File: src/rtl/seq_reorder_buf.sv
// seq_reorder_buf
// Tag-ordered reorder buffer. Up to NUM_WR tagged words per cycle are appended
// to a compacting buffer; a tag FIFO holds the order in which words must leave.
// Each cycle the oldest buffered word whose tag equals the FIFO head is moved
// into a registered output slot that honours downstream backpressure.
module seq_reorder_buf #(
    parameter int TAG_WIDTH   = 2,
    parameter int DATA_WIDTH  = 32,
    parameter int NUM_WR      = 4,
    parameter int BUFSIZE_POW = 3
) (
    input  logic                         clk_i,
    input  logic                         rst_i,
    input  logic [NUM_WR-1:0]            wr_i,
    input  logic [NUM_WR*DATA_WIDTH-1:0] wrdata_bi,
    input  logic [NUM_WR*TAG_WIDTH-1:0]  wrtag_bi,
    input  logic                         tag_fifo_wrreq,
    input  logic [TAG_WIDTH-1:0]         tag_fifo_wdata,
    output logic                         tag_fifo_full,
    input  logic                         rdy_i,
    output logic                         wr_o,
    output logic [DATA_WIDTH-1:0]        wrdata_bo,
    output logic                         wr_ready_o,
    output logic [BUFSIZE_POW:0]         cursize_o,
    output logic                         overflow_o
);

    localparam int DEPTH = 2 ** BUFSIZE_POW;
    localparam int IDX_W = BUFSIZE_POW;
    localparam int CNT_W = BUFSIZE_POW + 1;
    localparam int SUM_W = BUFSIZE_POW + 2;

    // ------------------------------------------------------------------
    // State
    // ------------------------------------------------------------------
    logic [DATA_WIDTH-1:0] data_q [DEPTH];
    logic [DATA_WIDTH-1:0] data_d [DEPTH];
    logic [TAG_WIDTH-1:0]  tag_q  [DEPTH];
    logic [TAG_WIDTH-1:0]  tag_d  [DEPTH];
    logic [CNT_W-1:0]      cursize_q;
    logic [CNT_W-1:0]      cursize_d;
    logic                  overflow_q;
    logic                  overflow_d;

    logic                  wr_o_q;
    logic [DATA_WIDTH-1:0] wrdata_q;

    logic [TAG_WIDTH-1:0]  fifo_mem_q [DEPTH];
    logic [IDX_W-1:0]      fifo_rd_ptr_q;
    logic [IDX_W-1:0]      fifo_wr_ptr_q;
    logic [CNT_W-1:0]      fifo_cnt_q;

    // ------------------------------------------------------------------
    // Write port unpacking
    // ------------------------------------------------------------------
    logic [DATA_WIDTH-1:0] wr_data_a [NUM_WR];
    logic [TAG_WIDTH-1:0]  wr_tag_a  [NUM_WR];

    generate
        for (genvar gi = 0; gi < NUM_WR; gi++) begin : g_unpack
            assign wr_data_a[gi] = wrdata_bi[gi*DATA_WIDTH +: DATA_WIDTH];
            assign wr_tag_a[gi]  = wrtag_bi[gi*TAG_WIDTH +: TAG_WIDTH];
        end
    endgenerate

    // ------------------------------------------------------------------
    // Tag FIFO status and head
    // ------------------------------------------------------------------
    logic                 fifo_full;
    logic                 fifo_empty;
    logic [TAG_WIDTH-1:0] fifo_head;
    logic                 fifo_push;

    assign fifo_full  = (fifo_cnt_q == CNT_W'(DEPTH));
    assign fifo_empty = (fifo_cnt_q == '0);
    assign fifo_head  = fifo_mem_q[fifo_rd_ptr_q];

    // ------------------------------------------------------------------
    // Match search: per-entry hit, then lowest-index priority pick
    // ------------------------------------------------------------------
    logic [DEPTH-1:0] hit;
    logic             match_found;
    logic [IDX_W-1:0] match_idx;
    logic             slot_free;
    logic             pop;

    generate
        for (genvar gi = 0; gi < DEPTH; gi++) begin : g_hit
            // Only occupied entries may match; stale contents above cursize are ignored.
            assign hit[gi] = (CNT_W'(gi) < cursize_q) && (tag_q[gi] == fifo_head);
        end
    endgenerate

    // Lowest index wins so duplicate tags leave in arrival order.
    always_comb begin
        match_found = 1'b0;
        match_idx   = '0;
        for (int i = 0; i < DEPTH; i++) begin
            if (!match_found && hit[i]) begin
                match_found = 1'b1;
                match_idx   = IDX_W'(i);
            end
        end
    end

    assign slot_free = !wr_o_q || rdy_i;
    assign pop       = slot_free && !fifo_empty && match_found;

    // A push into a full FIFO only lands when the same cycle frees a slot.
    assign fifo_push = tag_fifo_wrreq && (!fifo_full || pop);

    // ------------------------------------------------------------------
    // Shifted-down view of the buffer used when an entry is removed
    // ------------------------------------------------------------------
    logic [DATA_WIDTH-1:0] data_up [DEPTH];
    logic [TAG_WIDTH-1:0]  tag_up  [DEPTH];

    generate
        for (genvar gi = 0; gi < DEPTH; gi++) begin : g_shift
            if (gi < DEPTH - 1) begin : g_mid
                assign data_up[gi] = data_q[gi+1];
                assign tag_up[gi]  = tag_q[gi+1];
            end else begin : g_top
                assign data_up[gi] = '0;
                assign tag_up[gi]  = '0;
            end
        end
    endgenerate

    // ------------------------------------------------------------------
    // Next buffer contents: compaction after pop, then in-order appends
    // ------------------------------------------------------------------
    logic [CNT_W-1:0] app_cnt;

    // Compute compacted buffer, append accepted writes, flag dropped ones.
    always_comb begin
        data_d     = data_q;
        tag_d      = tag_q;
        overflow_d = overflow_q;
        app_cnt    = cursize_q - CNT_W'(pop);

        // Close the gap left by the popped entry.
        for (int i = 0; i < DEPTH; i++) begin
            if (pop && (IDX_W'(i) >= match_idx)) begin
                data_d[i] = data_up[i];
                tag_d[i]  = tag_up[i];
            end
        end

        // Lower ports claim positions first; once the buffer is full every
        // remaining strobe this cycle is dropped.
        for (int p = 0; p < NUM_WR; p++) begin
            if (wr_i[p]) begin
                if (app_cnt == CNT_W'(DEPTH)) begin
                    overflow_d = 1'b1;
                end else begin
                    data_d[app_cnt[IDX_W-1:0]] = wr_data_a[p];
                    tag_d[app_cnt[IDX_W-1:0]]  = wr_tag_a[p];
                    app_cnt                    = app_cnt + CNT_W'(1);
                end
            end
        end

        cursize_d = app_cnt;
    end

    // Buffer registers; reset wipes every entry and the sticky overflow.
    always_ff @(posedge clk_i) begin
        if (rst_i) begin
            for (int i = 0; i < DEPTH; i++) begin
                data_q[i] <= '0;
                tag_q[i]  <= '0;
            end
            cursize_q  <= '0;
            overflow_q <= 1'b0;
        end else begin
            data_q     <= data_d;
            tag_q      <= tag_d;
            cursize_q  <= cursize_d;
            overflow_q <= overflow_d;
        end
    end

    // Tag FIFO pointers and fill count.
    always_ff @(posedge clk_i) begin
        if (rst_i) begin
            fifo_rd_ptr_q <= '0;
            fifo_wr_ptr_q <= '0;
            fifo_cnt_q    <= '0;
        end else begin
            if (fifo_push) begin
                fifo_wr_ptr_q <= fifo_wr_ptr_q + IDX_W'(1);
            end
            if (pop) begin
                fifo_rd_ptr_q <= fifo_rd_ptr_q + IDX_W'(1);
            end
            case ({fifo_push, pop})
                2'b10:   fifo_cnt_q <= fifo_cnt_q + CNT_W'(1);
                2'b01:   fifo_cnt_q <= fifo_cnt_q - CNT_W'(1);
                default: fifo_cnt_q <= fifo_cnt_q;
            endcase
        end
    end

    // Tag FIFO storage; contents are meaningless once the pointers reset.
    always_ff @(posedge clk_i) begin
        if (!rst_i && fifo_push) begin
            fifo_mem_q[fifo_wr_ptr_q] <= tag_fifo_wdata;
        end
    end

    // Output slot: load on pop, hold under backpressure, otherwise clear.
    always_ff @(posedge clk_i) begin
        if (rst_i) begin
            wr_o_q   <= 1'b0;
            wrdata_q <= '0;
        end else if (pop) begin
            wr_o_q   <= 1'b1;
            wrdata_q <= data_q[match_idx];
        end else if (slot_free) begin
            wr_o_q   <= 1'b0;
            wrdata_q <= '0;
        end
    end

    // ------------------------------------------------------------------
    // Outputs
    // ------------------------------------------------------------------
    assign wr_o          = wr_o_q;
    assign wrdata_bo     = wrdata_q;
    assign cursize_o     = cursize_q;
    assign overflow_o    = overflow_q;
    assign tag_fifo_full = fifo_full;
    // Extra bit so cursize + NUM_WR cannot wrap before the compare.
    assign wr_ready_o    = (({1'b0, cursize_q} + SUM_W'(NUM_WR)) <= SUM_W'(DEPTH));

endmodule

File: config.mk
export PLATFORM = sky130hd
export DESIGN_NAME = seq_reorder_buf
export DESIGN_NICKNAME = d
export VERILOG_FILES = /design/src/rtl/seq_reorder_buf.sv
export SDC_FILE = /design/constraint.sdc
export NUM_CORES = 1
export LEC_CHECK = 0
export CAP_MARGIN = 20
export CORE_ASPECT_RATIO = 1.1
export CORE_UTILIZATION = 35
export DETAILED_ROUTE_END_ITERATION = 10
export PLACE_DENSITY = 0.59
export SLEW_MARGIN = 10
export SYNTH_ARGS = -nofsm -noshare
export SYNTH_HDL_FRONTEND = slang
export SYNTH_SLANG_ARGS = --single-unit
export TNS_END_PERCENT = 20
File: constraint.sdc
create_clock -name clk_i -period 7.2 [get_ports clk_i]
set_clock_uncertainty 0.05 [all_clocks]
set_input_delay 1.08 -clock clk_i [delete_from_list [all_inputs] [get_ports clk_i]]
set_output_delay 1.08 -clock clk_i [all_outputs]
set_load 0.03 [all_outputs]
# After elaboration in Yosys (flattened, before gate mapping)
# Memory sizes are Yosys's and may differ from the RTL's. A register that Yosys moved wholly into a read port is not among the register bits.
# Cells that the tools add are included.
# op_classes
n_addsub	10
multipliers	0
div_mod_pow	0
order_cmp	26
n_eq_ne	15
n_shift	0
n_mux	99
bitwise	5
n_reduce_logical	47
# ops
operator	n
$mux W256	8
$bwmux W256	4
$mux W32	16
$demux W32 S3	4
$mux W16	8
$bmux W32 S3	1
$bwmux W16	4
$mux W4	8
$logic_and A1 B1 Y1	31
$demux W2 S3	4
$mux W2	12
$mux W3	8
$mux W1	21
$add A4 B1 Y4 const B	5
$eq A4 B4 Y1 const B	5
$ge A4 B4 Y1 const B	5
$not A3 Y4	5
$eq A2 B2 Y1	8
$lt A3 B4 Y1 const A	4
$lt A4 B1 Y1 const B	4
$ge A3 B3 Y1 const A	4
$logic_not A1 Y1	11
$lt A1 B4 Y1 const A	2
$lt A2 B4 Y1 const A	2
13 further kinds	18
# word_totals
register_bits	320
latch_bits	0
mem_bits_rw	16
romBits	0
inputBits	146
output_inout_bits	40
word_cells	226
n_memories	1
# memory_table
name	words	word_bits	rd	rd_clocked_by_memory_dff	write_ports	line_no	text
fifo_mem_q	8	2	1	1	1	48	logic [TAG_WIDTH-1:0] fifo_mem_q [DEPTH];

# Longest topological paths before layout
# logic_depth
word_depth	43
ltp_mapped	31

# Least setup slack after synthesis
# Ideal clock, no wire load.
# synth_path
kind	reg2reg
from	reg cursize_q[2], in the netlist cursize_o[2]
to	reg data_q[97] (netlist bit)
setup_time_ns	0.136
arrival_ns	6.561
required_time_ns	7.014
slack_ns	0.453
stages_incl_launch_ff	29
period_less_slack_ns	6.747
path_cell_list	dfxtp_1 -> buf_2 -> o21a_1 -> nor2_1 -> or4_1 -> nand3_1 -> o32a_1 -> o41ai_4 -> nor2_1 -> ha_1 -> ha_1 -> buf_2 -> inv_1 -> ha_1 -> xor3_1 -> a2111oi_0 -> o21a_1 -> o211a_1 -> or3_1 -> buf_2 -> inv_2 -> ha_1 -> a21oi_1 -> and2_1 -> and2_1 -> buf_2 -> buf_1 -> mux2i_1 -> o32ai_1
# synth_via
elab_chain_len	43
word_cells_on_any_way	99
cone_classes	add/sub: 4; order compare: 17; eq/ne: 4; mux: 42; bitwise: 4; reduce/logical: 28
# synth_lines
item	line_no	text
start: declaration	40	logic [CNT_W-1:0] cursize_q;
start signal: assignment	179	cursize_q <= cursize_d;
$lt A1 B4 Y1	90	assign hit[gi] = (CNT_W'(gi) < cursize_q) && (tag_q[gi] == fifo_head);
$logic_and A1 B1 Y1	90	
$mux W1	99	if (!match_found && hit[i]) begin
$logic_not A1 Y1	99	
$logic_and A1 B1 Y1	99	
$mux W1	99	
$logic_not A1 Y1	99	
$logic_and A1 B1 Y1	99	
[17 not listed]	n/a	
via pop	85	logic pop;
[10 not listed]	n/a	
$not A3 Y4 (implied by the code), or another cell as far along	157	data_d[app_cnt[IDX_W-1:0]] = wr_data_a[p];
$ge A4 B4 Y1 (implied by the code), or another cell as far along	157	
$logic_and A1 B1 Y1 (implied by the code) or $bwmux W256 (tied branches)	157	
$mux W32 (implied by the code) or $mux W256 (tied branches)	157, 154	
$demux W32 S3 or $mux W256 (tied branches)	157, 153	
$bwmux W256	157	
$mux W256	154	if (app_cnt == CNT_W'(DEPTH)) begin
$mux W256 (*)	153	if (wr_i[p]) begin
end signal: assignment	177	data_q <= data_d;
end: declaration	36	logic [DATA_WIDTH-1:0] data_q [DEPTH];
# Mark *: on every way through the listed nets, which the timed path passes. The rest lies on a longest branch.
# A chain may end at the register's enable or synchronous reset.

==> results.py <==
metrics = {
    "timing": {
        "slew-limit-headroom_pct": 16.2,
        "rsz0062_at_grt": "false",
        "tightest_slew_ps": 1260,
        "finalHoldViolations": 0,
        "final.period_utilization_pct": 95.0,
        "fmax_mhz": 146,
        "fin_crit_ps": 6840,
        "setup_tns_ps": 0,
        "drv_slew": 0,
        "finalSetupViolCount": 0,
        "whs_ps": 476,
    },
    "logic_synthesis": {
        "dominantRegCellSynth": "dfxtp_1",
        "yosysTopAreaCell": "dfxtp_1",
        "synth-edff-count": 16,
        "synth.most_common_cell": "nand2_1",
        "synth.cells.most_frequent": "340 x nand2_1, 323 x dfxtp_1, 303 x clkbuf_1",
        "ys_seq_area_share_pct": 28.1,
        "ys_types": 82,
        "syn_avg_cell_area_sq_um": 7.86,
        "ys_ff_latch": 339,
        "async_flop_share_pct": 0,
        "syn_area_sq_um": 24800,
        "synthTopCellsByArea": "dfxtp_1 26%, mux2i_1 7.4%, mux2_2 6.0%",
        "netlist_instances": 3149,
        "yosys_warnings": 0,
        "synth_top_area_share_pct": 26.1,
        "syn_nets": 3307,
    },
    "floorplanning": {
        "ios": 186,
        "core_sq_um": 69500,
        "die_h_um": 281,
        "fp-row-count": 101,
        "initial_core_util_pct": 35.6,
        "die_width_um": 256,
        "die_area_sq_um": 71800,
    },
    "critical_path": {
        "crit_family": "compound AO/OA/AOI/OAI gates",
        "worst_setup_path_end_kind": "register",
        "arrival_ps": 7330,
        "worstPathMaxFanout": 11,
        "cp_common_cell": "ha_1",
        "required_ps": 7690,
        "crit_type": "reg2reg",
        "start_kind": "register",
        "worst-path-buf-inv": 3,
        "cp_slowest_stage_delay_ps": 580,
        "path_cells": "mux2i_1 > a22oi_2 > nand2_1 > o32a_1 > o41ai_4 > nor2_1 > ha_1 > ha_1 > buf_4 > or3b_1 > o211ai_1 > mux2i_1 > o211a_1 > or3_1 > inv_2 > ha_1 > nand2_1 > a311oi_1 > a21o_1 > a21oi_1 > buf_4 > a21oi_4 > a22o_1",
        "r2r_end": "data_q[147]$_SDFF_PP0_",
        "worst_r2r_path_depth": 23,
        "cp_slowest_cell": "a21oi_4",
        "r2r_slack_ps": 360,
    },
    "detailed_routing": {
        "initialDrtViolationCount": 3369,
        "wirelength_um": 117000,
        "routed-via-count": 26948,
        "drc": 0,
        "vias_per_cell": 6.73,
        "ant_nets": 0,
        "dr.pass1.iters": 8,
        "wl_per_cell_um": 29.2,
    },
    "run": {
        "max_cap_violations": 0,
    },
    "min_path": {
        "min_from": "fifo_rd_ptr_q[2]$_SDFFE_PP0P_",
        "hp-class": "reg2reg",
        "holdPathStages": 2,
    },
    "grt": {
        "antenna_found_initial": 2,
        "grt_pass1_wl_um": 170000,
        "grt_usage_pct": 30.9,
        "grt_pass1_vias": 25134,
        "grt-ovfl-total": 0,
        "grt_max_degree": 108,
    },
    "place": {
        "hpwl_um": 67100,
        "place_area_sq_um": 27200,
        "portBuffers": 185,
        "finalWeightedCongestion": 0.914,
    },
    "finish": {
        "n_fill_cell": 7023,
        "drive_gt1_share_pct": 14.5,
        "nets": 3207,
        "final_util_pct": 41.5,
        "final-seq-area_sq_um": 6950,
        "multiInputGateArea_sq_um": 16400,
        "syn2layout_area_growth_pct": 16.5,
        "design_area_sq_um": 28800,
    },
    "clocking": {
        "cts_sinks": 339,
        "ctsHoldBuffers": 0,
        "insertion_delay_ps": 600,
        "cts_tree": "done",
        "clock_path_buffers": 3,
        "cts.clk_slew.worst_paths_ps": 60,
        "ctsHtreeMaxLevel": 2,
        "cts_made_buffers": 41,
        "cts-root-buf": "clkbuf_16",
    },
    "outcome": {
        "status": "finished, final reports clean",
    },
}
[state kept, by name (all words and copies together), names as in the netlist, named ones only]
name           flops
cursize_o          4
data_q           256
fifo_cnt_q         4
fifo_mem_q        16
fifo_rd_ptr_q      3
fifo_wr_ptr_q      3
overflow_o         1
tag_q             16
wr_o               1
wrdata_bo         32
[layout make-up]
class | count | share of cell area, %
Antenna cell | 1 | 0.00868
Clock buffer | 54 | 4.05
Clock inverter | 15 | 0.746
Inverter | 17 | 0.221
Multi-Input combinational cell | 2358 | 56.9
Sequential cell | 339 | 24.1
Tap cell | 927 | 4.02
Timing Repair Buffer | 292 | 9.96
[kinds of logic after synthesis]
kind of cell / Yosys count / share of synthesized area, %
AO/OA/AOI/OAI: 1144 / 34.0
XOR/XNOR: 24 / 0.940
adder cells (fa/ha/maj): 12 / 0.637
buffers and inverters: 455 / 7.30
flip-flops: 339 / 28.1
multiplexers: 313 / 13.3
AND/OR/NAND/NOR: 862 / 15.8
[repair_timing]
item                       CTS  global route
setup buffers                0             6
gates resized for setup      3            28
cloned                       1             3
pin swaps                    1             5
setup endpoints to repair  118           265
[tightest hold or removal path: stages (launching register included)]
cell and delay [ps]:
dfxtp_1 320, xor2_1 60, nor2_1 110
[metrics by stage]
stage | setup slack (ps) | cells
floorplan | 453 | 3149
global placement | 125 | 3920
detailed placement | -138 | 3921
CTS | 53.4 | 3991
global route | 5.36 | 4002
finish | 361 | 4003
[layout by cell type, fill, tap and decap left out, types with 35 or more instances in the layout]
master           instances
clkbuf_16               44
a221oi_1                69
a31o_2                  68
mux2_2                 131
o211ai_1                39
and3_1                  70
and2_1                  40
o2bb2ai_1               37
buf_4                   87
o21ai_0                173
o32ai_1                 35
a211oi_1               104
a22o_1                 104
dfxtp_1                322
o22ai_1                105
nand2_1                337
mux2i_1                180
nor2_1                 279
a22oi_1                104
a21oi_1                 85
a31oi_1                 35
a311oi_1                67
clkdlybuf4s50_1        184
[worst max path at each step]
stage,start,to,slack [ps],depth (start not counted)
2_1_floorplan,cursize_o[2]$_SDFF_PP0_,data_q[97]$_SDFF_PP0_,450,28
3_3_place_gp,register,data_q[133]$_SDFF_PP0_,120,25
3_5_place_dp,register,data_q[133]$_SDFF_PP0_,-140,25
4_1_cts,register,data_q[153]$_SDFF_PP0_,50,24
5_1_grt,register,data_q[149]$_SDFF_PP0_,5,24
6_report,register,data_q[147]$_SDFF_PP0_,360,23
[routing by layer]
layer / GRT usage (%) / routed length [um] / up-vias / share of wire (%)
met3: 6.46 / 12600 / 504 / 11
met1: 38.3 / 44900 / 12901 / 38
met2: 49.9 / 52000 / 1836 / 44
met4: 17.1 / 7460 / 2 / 6.4
met5: 0 / 17 / - / 0.015
li1: - / - / 11705 / -
Power is not shown: default switching activity piles up to over one toggle a cycle in this logic, so the estimate is an artifact.
